[config.mk]
export PLATFORM = sky130hd
export DESIGN_NAME = gray_ptr_ctrl
export DESIGN_NICKNAME = d
export VERILOG_FILES = /design/src/rtl/gray_ptr_ctrl_pkg.sv /design/src/rtl/gray_ptr_ctrl_bin_gray.sv /design/src/rtl/gray_ptr_ctrl.sv
export SDC_FILE = /design/constraint.sdc
export NUM_CORES = 1
export LEC_CHECK = 0
export ABC_AREA = 1
export CORE_AREA = 2 2 52 54
export DETAILED_ROUTE_END_ITERATION = 10
export DIE_AREA = 0 0 54 56
export PLACE_DENSITY = 0.75
export SYNTH_ARGS = -nofsm -noshare
export SYNTH_HDL_FRONTEND = slang
export SYNTH_SLANG_ARGS = --single-unit
[constraint.sdc]
create_clock -name clk -period 1.7 [get_ports clk]
set_input_delay 0.255 -clock clk [delete_from_list [all_inputs] [get_ports clk]]
set_output_delay 0.255 -clock clk [all_outputs]
set_load 0.01 [all_outputs]
[src/rtl/gray_ptr_ctrl_pkg.sv]
`default_nettype none
// +----------------------------------------------------------------------+
// | Module   : gray_ptr_ctrl_pkg                                          |
// | Purpose  : Shared constants and the binary-to-Gray helper used by     |
// |            the pointer controller and its Gray converter.             |
// | Ports    : none (package)                                             |
// | Revision : 1.0  initial release                                       |
// +----------------------------------------------------------------------+
package gray_ptr_ctrl_pkg;

   localparam int c_default_depth = 8;
   localparam int c_default_afull = 6;

   // Reflected binary code: each increment flips exactly one bit, including
   // the wrap from all-ones back to zero.
   function automatic logic [31:0] to_gray(input logic [31:0] bin);
      return bin ^ (bin >> 1);
   endfunction

endpackage : gray_ptr_ctrl_pkg
`default_nettype wire

[src/rtl/gray_ptr_ctrl_bin_gray.sv]
`default_nettype none
// +----------------------------------------------------------------------+
// | Module   : bin_gray                                                   |
// | Purpose  : Combinational binary-to-Gray converter.                    |
// | Ports    : bin_i  [WIDTH] binary input                                |
// |            gray_o [WIDTH] Gray-coded output                           |
// | Revision : 1.0  initial release                                       |
// +----------------------------------------------------------------------+
module bin_gray
   import gray_ptr_ctrl_pkg::*;
#(
   parameter int WIDTH = 4
) (
   input  logic [WIDTH-1:0] bin_i,
   output logic [WIDTH-1:0] gray_o
);

   logic [31:0] w_gray_wide;

   assign w_gray_wide = to_gray(32'(bin_i));
   assign gray_o      = w_gray_wide[WIDTH-1:0];

endmodule : bin_gray
`default_nettype wire

[src/rtl/gray_ptr_ctrl.sv]
`default_nettype none
// +----------------------------------------------------------------------+
// | Module   : gray_ptr_ctrl                                              |
// | Purpose  : FIFO pointer controller with binary pointers carrying an   |
// |            extra wrap bit, registered Gray copies for CDC, occupancy  |
// |            count, status flags and sticky overflow/underflow flags.   |
// | Ports    : clk, reset (async, active-high), clear (sync flush)        |
// |            wr_req/rd_req  -> wr_ack/rd_ack                            |
// |            waddr/raddr [ADDR]       storage addresses                 |
// |            wptr_gray/rptr_gray [ADDR+1] registered Gray pointers      |
// |            full, empty, almost_full, count [ADDR+1], ovf, udf         |
// | Revision : 1.0  initial release                                       |
// +----------------------------------------------------------------------+
module gray_ptr_ctrl
   import gray_ptr_ctrl_pkg::*;
#(
   parameter  int DEPTH = c_default_depth,
   parameter  int AFULL = c_default_afull,
   localparam int ADDR  = $clog2(DEPTH)
) (
   input  logic            clk,
   input  logic            reset,
   input  logic            clear,
   input  logic            wr_req,
   input  logic            rd_req,
   output logic            wr_ack,
   output logic            rd_ack,
   output logic [ADDR-1:0] waddr,
   output logic [ADDR-1:0] raddr,
   output logic [ADDR:0]   wptr_gray,
   output logic [ADDR:0]   rptr_gray,
   output logic            full,
   output logic            empty,
   output logic            almost_full,
   output logic [ADDR:0]   count,
   output logic            ovf,
   output logic            udf
);

   localparam logic [ADDR:0] c_afull = (ADDR+1)'(AFULL);
   localparam logic [ADDR:0] c_one   = (ADDR+1)'(1);

   logic [ADDR:0] wptr_q, wptr_d;
   logic [ADDR:0] rptr_q, rptr_d;
   logic [ADDR:0] wgray_q, wgray_d;
   logic [ADDR:0] rgray_q, rgray_d;
   logic          ovf_q, ovf_d;
   logic          udf_q, udf_d;
   logic          w_full, w_empty;

   assign w_empty = (wptr_q == rptr_q);
   assign w_full  = (wptr_q[ADDR] != rptr_q[ADDR]) &&
                    (wptr_q[ADDR-1:0] == rptr_q[ADDR-1:0]);

   // Acks are gated by reset as well, since during reset the flags show
   // "empty, not full" and a write would otherwise look acceptable.
   assign wr_ack = wr_req & ~w_full  & ~clear & ~reset;
   assign rd_ack = rd_req & ~w_empty & ~clear & ~reset;

   always_comb begin
      wptr_d = wptr_q;
      rptr_d = rptr_q;
      ovf_d  = ovf_q;
      udf_d  = udf_q;
      if (clear) begin
         wptr_d = '0;
         rptr_d = '0;
         ovf_d  = 1'b0;
         udf_d  = 1'b0;
      end else begin
         if (wr_ack) wptr_d = wptr_q + c_one;
         if (rd_ack) rptr_d = rptr_q + c_one;
         // A rejected write paired with an accepted read (or the reverse)
         // is the defined full/empty collision behaviour, not an error.
         if (wr_req && w_full && !rd_req)   ovf_d = 1'b1;
         if (rd_req && w_empty && !wr_req)  udf_d = 1'b1;
      end
   end

   // Gray codes are taken from the next-state pointers so the registered
   // Gray value moves on the same edge as the binary pointer.
   bin_gray #(.WIDTH(ADDR+1)) u_wgray (.bin_i(wptr_d), .gray_o(wgray_d));
   bin_gray #(.WIDTH(ADDR+1)) u_rgray (.bin_i(rptr_d), .gray_o(rgray_d));

   always_ff @(posedge clk or posedge reset) begin
      if (reset) begin
         wptr_q  <= '0;
         rptr_q  <= '0;
         wgray_q <= '0;
         rgray_q <= '0;
         ovf_q   <= 1'b0;
         udf_q   <= 1'b0;
      end else begin
         wptr_q  <= wptr_d;
         rptr_q  <= rptr_d;
         wgray_q <= wgray_d;
         rgray_q <= rgray_d;
         ovf_q   <= ovf_d;
         udf_q   <= udf_d;
      end
   end

   assign waddr       = wptr_q[ADDR-1:0];
   assign raddr       = rptr_q[ADDR-1:0];
   assign wptr_gray   = wgray_q;
   assign rptr_gray   = rgray_q;
   assign full        = w_full;
   assign empty       = w_empty;
   assign count       = wptr_q - rptr_q;
   assign almost_full = (count >= c_afull);
   assign ovf         = ovf_q;
   assign udf         = udf_q;

endmodule : gray_ptr_ctrl
`default_nettype wire
Word level (Yosys, flattened, before mapping). Cells that the tools add are included.

$add $sub $neg: 3. Magnitude comparators: 1. Equality and inequality tests: 3. Mux-type cells: 8. Bitwise logic cells: 12. Reduce and logical (&&, ||, !) cells: 9.

Operators with widths (count): 2-to-1 mux 4 bit (4); adder 4 x 1 -> 4 bit (second input constant) (2); bitwise XOR 4 x 3 -> 4 bit (2); AND 1 bit (6); logical AND 1 bit (5); equality test 4 bit (1); >= comparator 4 x 3 -> 1 bit (second input constant) (1); 2-to-1 mux 1 bit (4); NOT 1 bit (4); nonzero test 2 bit (2); subtractor 4 bit (1); equality test 3 bit (1); zero test 1 bit (2); != test 1 bit (1).

Register bits after elaboration: 18. Input bits: 5. Output and inout bits: 25. Word-level logic and storage cells: 42.

Longest topological paths before layout. Gate-level depths: netlist of run 1.

Word-level depth: 9. Gate-level depth with buffers: 11. Gate-level depth less buffers: 11.

Cells and area by module. Synthesis of run 1 repeated with hierarchy kept, for this count alone.

Cells, all modules: 140. Area, all modules: 1154.9 sq um.

Modules (own cells, without submodules): gray_ptr_ctrl (instances 1, cells an instance 112, area an instance 1042.2 sq um, sequential area each 450.4 sq um); bin_gray (instances 2, cells an instance 14, area an instance 56.3 sq um, sequential area each 0.0 sq um).

Least setup slack after synthesis of run 1. Ideal clock, no wire load.

Path type: register to output. Start: register rptr_q[2]. End: output almost_full. Arrival: 1.501 ns. Setup slack: -0.056 ns. Stages on the path, launching flop included: 8. Cell sequence: dfrtp_1 > inv_1 > ha_1 > nand2_1 > or2_2 > o211ai_1 > nand2_1 > o211ai_1.

Cells in the longest elaborated chain, start to end: 2.

RTL lines: from (decl) (RTL line gray_ptr_ctrl.sv:44) `logic [ADDR:0] rptr_q, rptr_d;`; from (signal assigned) (RTL line gray_ptr_ctrl.sv:95) `rptr_q <= rptr_d;`; subtractor 4 bit (RTL line gray_ptr_ctrl.sv:109) `assign count = wptr_q - rptr_q;`; >= comparator 4 x 3 -> 1 bit (RTL line gray_ptr_ctrl.sv:110) `assign almost_full = (count >= c_afull);`; to (decl) (RTL line gray_ptr_ctrl.sv:34) `output logic almost_full,`.

No other way between the ends.

Worst setup path in the final report of run 1.
Start: register wptr_q[1]. End: output almost_full.

Cells in the longest elaborated chain, start to end: 2.

RTL lines: from (decl) (RTL line gray_ptr_ctrl.sv:43) `logic [ADDR:0] wptr_q, wptr_d;`; from (signal assigned) (RTL line gray_ptr_ctrl.sv:94) `wptr_q <= wptr_d;`; subtractor 4 bit (RTL line gray_ptr_ctrl.sv:109); >= comparator 4 x 3 -> 1 bit (RTL line gray_ptr_ctrl.sv:110).

No other way between the ends.

==> results of run 1 <==
cells in the mapped netlist:
library cell,number,share of area (%)
buf_6,1,1.0
dfrtp_1,16,37
inv_2,3,1.0
o21a_1,2,1.4
nor3_1,2,0.92
nand4_1,2,1.1
nand2_2,3,1.7
o2111ai_1,1,0.80
nor2_4,3,3.1
inv_1,29,10
or2_2,1,0.58
o211ai_1,2,1.4
nor3_4,2,3.0
xor2_1,3,2.4
nand2_1,37,13
fa_1,1,1.8
nor2_1,3,1.0
nand3_1,20,9.2
nand2_4,4,4.1
ha_1,5,5.7
power by group through the flow:
stage               sequential [mW]  combinational, mW  clock, mW
global placement              0.404              0.248          0
floorplan                     0.414              0.106          0
detailed placement            0.405              0.256          0
CTS                           0.398              0.309      0.224
finish                        0.399              0.334      0.232
global route                  0.400              0.353      0.248
cells in the final DEF (no fill, tap or decap), types with 2 or more instances in the layout:
master	n
inv_4	2
dfrtp_2	3
xor2_1	2
buf_4	35
nor2_4	3
ha_1	2
clkbuf_4	3
o211ai_1	2
nor3_2	2
inv_2	15
nor2_1	2
nand3_2	6
clkdlybuf4s50_1	19
nand2_1	25
ha_4	3
inv_1	15
dfrtp_1	13
o21a_1	2
buf_6	13
nand4_1	2
nor3_4	2
nand3_4	2
buf_2	2
nand2_2	8
nand2_4	10
nand3_1	12
per-layer routing:
metal / up-vias / global-route usage, %
met5: - / 0
met4: 0 / 10.0
met3: 11 / 2.96
met2: 54 / 43.9
met1: 597 / 32.0
li1: 582 / -
state kept, by name, summed over array words and instances, names as in the netlist:
name       cells
rptr_gray      4
wptr_gray      4
rptr_q         3
wptr_q         3
ovf            1
udf            1
worst max-delay path by stage:
stage	start	endpoint	slack (ps)	depth (start not counted)
global placement	wptr_q[0]	almost_full	-350	6
CTS	rptr_q[0]	almost_full	-300	5
detailed placement	wptr_q[0]	almost_full	-430	6
finish	wptr_q[1]	almost_full	-320	7
global route	wptr_q[1]	almost_full	-350	7
floorplan	wptr_q[2]	almost_full	6	6
cell families after synthesis:
family | synth area share, %
buf+inv | 12.1
flops | 36.8
compound gates | 3.56
xor+xnor | 2.41
simple gates | 37.6
fa+ha+maj | 7.59
layout make-up:
| cell class | instances | area [um2] |
|---|---|---|
| multi-input cells | 91 | 748 |
| flip-flops and latches | 16 | 404 |
| fillers | 141 | 468 |
| inverters | 32 | 125 |
| repair buffers | 71 | 623 |
| well taps | 30 | 37.5 |
| clock buffers | 4 | 26.3 |
worst min-delay path, delay by kind of cell:
family / cells / cell delay, ps
buf+inv: 3 / 850
stage by stage:
stage | hold slack, ps | utilization [%] | setup slack [ps] | area (um2)
6_report | 444 | 80.8 | -324 | 1960
5_1_grt | 469 | 80.8 | -352 | 1960
4_1_cts | 467 | 78.2 | -303 | 1900
3_5_place_dp | 492 | 69.0 | -430 | 1680
3_3_place_gp | 477 | 69.0 | -352 | 1680
2_1_floorplan | 169 | - | 5.94 | 1110
timing repair:
item / 4_1_cts / 5_1_grt
pin swaps: 13 / 8
hold buffers: 0 / 0
setup buffers: 10 / 2
resized for setup: 84 / 21
endpoints found under the setup margin: 15 / 25
==> metrics.txt, run 1 <==
placed insts 232; required time worst endpoint 1440 ps; r2r startpoint wptr_q[1]; CP Launch Type register; post-synth cell types 20; Gate Count Post-Synth 140; Rows 18; P&R area growth vs syn 80.5%; CTS Buf Count 3; Total Neg Setup Slack -2480 ps; pin count of the biggest net entering global routing 10; max incr delay on CP 440 ps; Synth Warn # 0; Clock Path Buffers 2; Worst slew margin 81.0%; crit path kind reg -> out; Least-Margin Pin Slew 284 ps; CTS tree yes; number of port buffers 29; Final Max Tran Viols 0; vias in the first global route 1239; Comb power frac 34.6%; metal1 wirelength 1440 um; Final Hold Viols 0; routability cong. 0.876; antenna violations before repair 0; non-filler cells in the finished layout 244; antenna viol nets, final 0; Final period util 119%; WL per Instance 15.9 um; total grt overflow 0; Die ar. 3020 um2; final worst slack -324 ps; Sw Ratio 32.6%; final setup fails 18; CP max stage cell dfrtp_1; CP Buf/Inv Count 1; Power, Total 0.964 mW; failing checks negative setup slack; Clk Tree Root Cell clkbuf_4; sequential fraction of design power 41.4%; sequential element share of the synthesized area 36.8%; syn avg cell area 7.78 um2; RSZ-0062 raised after global routing yes; total track usage 25.7%; leakage 1.02 nW; CP delay by family, top flip-flops; DRC viols 0; proportion of power drawn by the clock network 24.0%; layout cells sized above 1 53.7%; Worst Path Arrival 1770 ps; die width 54 um; syn nets 151; Inserted Diodes 0; min Tclk post-route 2020 ps; Worst Skew 8.49 ps; # H-tree levels 1; DR WL met2 2060 um; Crit Reg-Reg Endpoint wptr_gray[2]; Crit. End Element primary output; FF-to-FF path depth 13; Initial Util 44.8%; first-pass GRT wire length 5690 um; Post-DP HPWL 2330 um; wire length on met3 255 um; Max Fclk 0.494 GHz; 1st-iter DRT viols 44; Worst Path Max Fanout 3; flop-to-flop setup slack -110 ps; CTS sink count 16; most frequent CP cell o211ai_1; sw power 0.314 mW; Avg Vias per Cell 5.10; DR top layer met4; clock latency on the worst-skew pair 300 ps; CP cell instances ha_4 -> nand2_2 -> or2_4 -> o211ai_1 -> nand2_1 -> o211ai_1 -> buf_2; # IOs 30; area of the core 2430 um2; worst vdd ir 0.000516 V; status finished with violations; maxcap violations 0; flop and latch count out of synthesis 16; CTS clock-pin slew for the worst setup and hold paths 110 ps; final WL 3870 um; Final #Nets 226; Die Ht 56 um; via count 1244; internal power 0.650 mW; Hold Crit Class in -> async; Mapped Area 1090 um2; DRT Pass-1 Iters 4; Pwr Density 491 nW/um2
Note: power is estimated with default switching activity, not from simulation.
==> run 2: changes to the inputs <==
--- a/config.mk
+++ b/config.mk
@@ -6,10 +6,12 @@
 export NUM_CORES = 1
 export LEC_CHECK = 0
 export ABC_AREA = 1
-export CORE_AREA = 2 2 52 54
+export CORE_AREA = 2 2 50 52
+export CTS_BUF_LIST = sky130_fd_sc_hd__clkbuf_16
 export DETAILED_ROUTE_END_ITERATION = 10
-export DIE_AREA = 0 0 54 56
-export PLACE_DENSITY = 0.75
+export DIE_AREA = 0 0 52 54
+export PLACE_DENSITY = 0.8
+export SLEW_MARGIN = 20
 export SYNTH_ARGS = -nofsm -noshare
 export SYNTH_HDL_FRONTEND = slang
 export SYNTH_SLANG_ARGS = --single-unit
==> constraint.sdc (replaced) <==
create_clock -name clk -period 2.4 [get_ports clk]
set_input_delay 0.36 -clock clk [delete_from_list [all_inputs] [get_ports clk]]
set_output_delay 0.36 -clock clk [all_outputs]
set_load 0.01 [all_outputs]
==> metrics.txt, run 2 (synthesis results as in run 1) <==
CTS sink count 16; vias in the first global route 941; final WL 2380 um; Layout fillers 171; sw power 0.179 mW; antenna viol nets, final 0; DRC viols 0; CTS resizes 4; RSZ-0062 raised after global routing no; Die ar. 2810 um2; placed insts 205; Least-Margin Pin Slew 570 ps; Clock Path Buffers 2; CTS tree yes; Final #Nets 191; Post-DP HPWL 1890 um; first-pass GRT wire length 3990 um; internal power 0.565 mW; Worst Path Arrival 1940 ps; required time worst endpoint 2040 ps; Comb power frac 19.4%; layout cells sized above 1 16.8%; WL per Instance 11.4 um; Crit Reg-Reg Endpoint rptr_gray[1]; commonest non-fill, non-tap cell in the layout nand2_1; # Post-CTS Setup Buffers 0; DRT Pass-1 Iters 3; total grt overflow 0; Inserted Diodes 0; Total Neg Setup Slack 0 ps; CTS Buf Count 3; Die Ht 54 um; pin count of the biggest net entering global routing 17; worst vdd ir 0.000575 V; number of port buffers 29; Rows 18; crit path kind reg -> out; Max Fclk 0.435 GHz; die width 52 um; Final period util 95.8%; Hold WS 491 ps; min Tclk post-route 2300 ps; hold path cells 1; Final Hold Viols 0; Clk Tree Root Cell clkbuf_16; Worst Skew 2.05 ps; Initial Util 46.9%; clock latency on the worst-skew pair 240 ps; Avg Vias per Cell 4.85; r2r startpoint wptr_q[1]; proportion of power drawn by the clock network 42.6%; Final Max Tran Viols 0; routability cong. 0.830; sequential fraction of design power 38.0%; flop-to-flop setup slack 730 ps; Hold Crit Class reg -> reg; maxcap violations 0; CP Launch Type register; commonest cells after routing, fill and taps aside nand2_1, inv_1, clkdlybuf4s50_1, nand3_1, dfrtp_1; total track usage 19.4%; HP Start udf; P&R area growth vs syn 43.3%; Worst Hold End udf; antenna violations before repair 0; final setup fails 0; # IOs 30; via count 1013; # H-tree levels 1; 1st-iter DRT viols 30; Crit. End Element primary output; non-filler cells in the finished layout 209; CTS clock-pin slew for the worst setup and hold paths 50 ps; area of the core 2320 um2; leakage 0.864 nW; status finished clean; hold-fix buffers at CTS 0; Worst Path Max Fanout 7; FF-to-FF path depth 10; Worst slew margin 61.9%; Sw Ratio 24.1%; Pwr Density 477 nW/um2
==> run 2: worst max path at each step <==
stage,startpoint,endpoint,slack (ps),cells past startpoint
5_1_grt,wptr_q[0],count[1],9,5
3_3_place_gp,wptr_q[1],almost_full,140,7
3_5_place_dp,wptr_q[1],almost_full,100,7
2_1_floorplan,rptr_q[2],almost_full,540,7
6_report,rptr_q[1],rd_ack,100,8
4_1_cts,wptr_q[0],count[2],30,6
==> run 2: cell type report <==
| cell class | instances | area [um2] | share of cell area, % |
|---|---|---|---|
| Tap cell | 30 | 37.5 | 2.41 |
| Clock inverter | 1 | 3.75 | 0.241 |
| Multi-Input combinational cell | 91 | 579 | 37.1 |
| Clock buffer | 3 | 75.1 | 4.81 |
| Sequential cell | 16 | 402 | 25.7 |
| Timing Repair Buffer | 36 | 343 | 22.0 |
| Inverter | 32 | 120 | 7.70 |
==> run 2: power by group through the flow <==
stage	sequential, mW	combinational, mW	clock [mW]
2_1_floorplan	0.293	0.0748	0
3_3_place_gp	0.287	0.144	0
3_5_place_dp	0.287	0.147	0
4_1_cts	0.283	0.145	0.321
5_1_grt	0.284	0.159	0.336
6_report	0.283	0.144	0.317
==> run 2: metal layers <==
layer  global-route usage (%)  vias to the layer above  wire, um
met5                        0                        -         0
met2                     32.3                       25      1160
met1                     23.0                      471      1030
li1                         -                      509         -
met3                     3.61                        8       109
met4                     12.7                        0        80
==> run 2: metrics by stage <==
| step | setup slack [ps] | cell area [um2] | total power, mW | util, % |
|---|---|---|---|---|
| detailed placement | 104 | 1460 | 0.434 | 62.8 |
| floorplan | 539 | 1090 | 0.368 | - |
| CTS | 29.4 | 1550 | 0.749 | 66.7 |
| global route | 9.16 | 1560 | 0.779 | 67.3 |
| global placement | 139 | 1460 | 0.431 | 62.8 |
| finish | 101 | 1560 | 0.745 | 67.3 |
==> run 2: worst max-delay path: stages (launching register included) <==
cell             delay (ps)
dfrtp_1                 370
inv_1                   120
ha_1                    240
nand2_1                 130
nor2_4                   60
nand2_4                 110
nand2_4                  70
inv_1                    60
clkdlybuf4s50_1         530
==> run 3: changes to the inputs <==
--- a/config.mk
+++ b/config.mk
@@ -6,11 +6,12 @@
 export NUM_CORES = 1
 export LEC_CHECK = 0
 export ABC_AREA = 1
-export CORE_AREA = 2 2 50 52
+export CORE_AREA = 2 2 54 56
 export CTS_BUF_LIST = sky130_fd_sc_hd__clkbuf_16
 export DETAILED_ROUTE_END_ITERATION = 10
-export DIE_AREA = 0 0 52 54
-export PLACE_DENSITY = 0.8
+export DIE_AREA = 0 0 56 58
+export PLACE_DENSITY = 0.73
+export SKIP_CTS_REPAIR_TIMING = 1
 export SLEW_MARGIN = 20
 export SYNTH_ARGS = -nofsm -noshare
 export SYNTH_HDL_FRONTEND = slang
==> constraint.sdc (replaced) <==
create_clock -name clk -period 1.85 [get_ports clk]
set_input_delay 0.2775 -clock clk [delete_from_list [all_inputs] [get_ports clk]]
set_output_delay 0.2775 -clock clk [all_outputs]
set_load 0.01 [all_outputs]
==> metrics.txt, run 3 (synthesis results as in run 1) <==
Final Hold Viols 0; commonest cells after routing, fill and taps aside nand2_1, buf_4, inv_1, clkdlybuf4s50_1; Final Max Tran Viols 0; Die Ht 58 um; Post-DP HPWL 2220 um; 1st-iter DRT viols 16; status finished with violations; routability cong. 0.753; pin count of the biggest net entering global routing 11; die width 56 um; Worst Skew 3.24 ps; P&R area growth vs syn 63.4%; CP cell instances inv_2 -> ha_2 -> fa_2 -> xor2_2 -> o211ai_1 -> buf_2; total track usage 19.1%; antenna violations before repair 0; number of port buffers 29; Worst slew margin 68.0%; Crit. End Element primary output; Final period util 105%; crit path kind reg -> out; vias in the first global route 1112; CTS sink count 16; Clock Path Buffers 2; Layout fillers 212; Least-Margin Pin Slew 480 ps; Total Neg Setup Slack -350 ps; DRT Pass-1 Iters 4; dpl ws -310 ps; CP Buf/Inv Count 2; required time worst endpoint 1570 ps; clock latency on the worst-skew pair 250 ps; CP Launch Type register; # IOs 30; final setup fails 5; Finished Cell Area 1780 um2; Power, Total 1.03 mW; CP delay by family, top adder cells; max incr delay on CP 360 ps; WL per Instance 13.1 um; final WL 3060 um; CTS tree yes; Worst Path Arrival 1670 ps; CTS clock-pin slew for the worst setup and hold paths 50 ps; commonest non-fill, non-tap cell in the layout nand2_1; via count 1168; first-pass GRT wire length 4820 um; total grt overflow 0; placed cell area 1610 um2; CTS Buf Count 3; Finished Core Util 66.8%; worst vdd ir 0.000506 V; # H-tree levels 1; maxcap violations 0; failing checks negative setup slack; Worst Path Max Fanout 2; Avg Vias per Cell 5.01; Inserted Diodes 0; Final #Nets 215; Max Fclk 0.513 GHz; DRC viols 0; final worst slack -99.0 ps; Pwr Density 578 nW/um2; Clk Tree Root Cell clkbuf_16; Rows 19; antenna viol nets, final 0; leakage 0.988 nW; RSZ-0062 raised after global routing yes; layout cells sized above 1 39.1%; Die ar. 3250 um2; Initial Util 40.9%; Hold Crit Class in -> async; min Tclk post-route 1950 ps; area of the core 2660 um2; CP max stage cell fa_2
## run 3: changes by cell type in the layout (fill, tap and decap cells not counted), moves of 6 or more
cell | before | now
buf_4 | 7 | 27
buf_6 | 0 | 6
clkdlybuf4s50_1 | 26 | 20
inv_1 | 29 | 22
inv_2 | 3 | 10
nand2_1 | 37 | 31
## run 3: path summary, 6_finish.rpt
kind / startpoint / endpoint / slack [ps] / cells after the start
worst max register to register: wptr_q[1] / wptr_gray[2] / 40 / 13
min in group clk: ovf / ovf / 500 / 1
worst min register to register: ovf / ovf / 500 / 1
worst max-delay path: wptr_q[0] / almost_full / -100 / 6
worst min-delay path: reset / udf / 450 / 2
max in group asynchronous: reset / wptr_q[1] / 960 / 3
## run 3: per-layer routing
metal / vias up / GRT usage [%] / wire [um]
met4: 0 / 9.86 / 77
met3: 9 / 2.90 / 117
met5: - / 0 / 0
li1: 560 / - / -
met2: 35 / 33.4 / 1550
met1: 564 / 22.9 / 1320
## run 3: final cells by class
type                            instances  area [um2]  area share (%)
Sequential cell                        16         400            22.5
Clock buffer                            3        75.1            4.22
Multi-Input combinational cell         91         632            35.5
Timing Repair Buffer                   60         513            28.8
Inverter                               32         120            6.75
Tap cell                               31        38.8            2.18
## run 3: report_power, final
part	total, mW	internal (mW)	switching (mW)
clock	0.419	0.284	0.135
combinational	0.243	0.120	0.123
sequential	0.367	0.361	0.00511
total	1.03	0.765	0.263
## run 3: metrics by stage
step / hold WS, ps / std cells
after floorplan: 191 / 140
after global placement: 481 / 226
after detailed placement: 489 / 226
after CTS: 462 / 229
after global routing: 526 / 233
final: 446 / 233
==> edit (flow settings as in run 1) <==
Change the package constant `c_default_depth` from 8 to 4.
--- a/src/rtl/gray_ptr_ctrl_pkg.sv
+++ b/src/rtl/gray_ptr_ctrl_pkg.sv
@@ -10,3 +10,3 @@
 
-   localparam int c_default_depth = 8;
+   localparam int c_default_depth = 4;
    localparam int c_default_afull = 6;
Interface: changed (5 resized); port bits go from 30 to 25. The function was not compared with the original's and may differ.
==> edit against run 1 <==
Design area is 26% lower. The run still ends with negative setup slack left. Sequential cell count is 4 lower. Maximum frequency is 4.9% higher. Core utilization is 21 points lower. Wire length is 44% lower. Setup slack better by 0.094 ns. Synthesized area is 22% lower. Total power is 30% lower.
==> edit: results <==
{
  "outcome": "complete, but fails checks",
  "failed_checks": "negative setup slack",
  "post_dp_cell_area_um2": 1320,
  "timing.critical_path.fanout_max": 2,
  "met1Wirelength_um": 890,
  "detailedRoute.firstPassIterationCount": 4,
  "synth_seq_area_share_pct": 35.6,
  "grt_use_met2_pct": 27.2,
  "netlist-cell-type-count": 19,
  "r2r_start": "rptr_q[0]",
  "postSynthNetCount": 118,
  "finClkSkew_ns": 0.00259,
  "synth-compound-area-share_pct": 1.78,
  "final_setup_fails": 5,
  "drt_iter0_drc": 15,
  "timing.setup.tns_ns": -0.515,
  "ff2ff_path_depth": 9,
  "yosys.area_share.xor_xnor_pct": 1.04,
  "cts.reportedPaths.clkPinSlew_ns": 0.08,
  "route.met2.wl_um": 1150,
  "critPathArrivalTime_ns": 1.67,
  "grtUsageMet3_pct": 2.42,
  "post-place-ws_ns": -0.388,
  "post_route_cells_drive_above_1_share_pct": 48.2,
  "grt_util_met1_pct": 20.4,
  "synth_common_cells": "sky130_fd_sc_hd__nand2_1 (27), sky130_fd_sc_hd__inv_1 (19), sky130_fd_sc_hd__dfrtp_1 (12)",
  "worst_pin_slew_ns": 0.237,
  "rr_endpoint": "rptr_gray[0]",
  "detail_route.vias_per_cell": 4.55,
  "synthesis.yosys.warnings": 0,
  "vias_in_the_first_global_route": 895,
  "worst-r2r-setup-slack_ns": 0.11,
  "routed_wl_um": 2170,
  "syn_avg_cell_area_um2": 7.82,
  "clock_latency_at_the_later_pin_of_the_worst_skew_pair_ns": 0.28,
  "io_port_bufs": 24,
  "wire_length_of_the_first_global_routing_pass_um": 3720,
  "cp-endpoint": "almost_full",
  "power.ir.vdd_worst_v": 0.000271,
  "setup_ws_ns": -0.230,
  "stdcell_count": 196,
  "globalRouteTotalUtil_pct": 16.5,
  "numPlacedInstances": 186
}
## edit: cell count changes after synthesis, sizes merged
cell / run 1 / this run
xor2: 3 / 1
nor2: 6 / 8
nor3: 4 / 2
nand4: 2 / 7
o2111ai: 1 / 0
nand3: 20 / 11
dfrtp: 16 / 12
or2: 1 / 0
and2: 0 / 1
o211ai: 2 / 0
inv: 32 / 26
ha: 5 / 4
nand2: 44 / 32
## edit: critical path: stages, from the launching register on
cell,delay (ns)
sky130_fd_sc_hd__dfrtp_1,0.39
sky130_fd_sc_hd__inv_2,0.08
sky130_fd_sc_hd__ha_4,0.12
sky130_fd_sc_hd__inv_2,0.03
sky130_fd_sc_hd__fa_2,0.34
sky130_fd_sc_hd__xor2_2,0.16
sky130_fd_sc_hd__and2_4,0.16
sky130_fd_sc_hd__buf_6,0.11
## edit: worst min path at each step
stage | startpoint | to | slack (ns) | depth (start not counted)
after floorplan | reset | ovf | 0.09 | 1
after global placement | udf | udf | 0.48 | 1
after detailed placement | udf | udf | 0.48 | 1
after CTS | reset | rptr_q[0] | 0.39 | 3
after global routing | reset | wptr_gray[0] | 0.46 | 3
final | reset | rptr_q[1] | 0.45 | 3
## edit: repair_timing
action / 4_1_cts / 5_1_grt
setup endpoints to repair: 8 / 15
gates resized for setup: 35 / 19
pin swaps: 5 / 9
setup buffers: 6 / 3
cloned: 0 / 0
hold endpoints to repair: 0 / 0
## edit: layout make-up
type,count,area [µm²]
clock buffers,3,22.5
multi-input cells,69,497
fillers,201,986
repair buffers,56,492
inverters,26,97.6
well taps,30,37.5
flip-flops and latches,12,300
## edit: power breakdown
part	leakage, nW	switching (mW)	internal, mW
combinational	0.601	0.0960	0.0950
sequential	0.165	0.00473	0.294
clock	0.0138	0.0994	0.0822
total	0.780	0.200	0.471
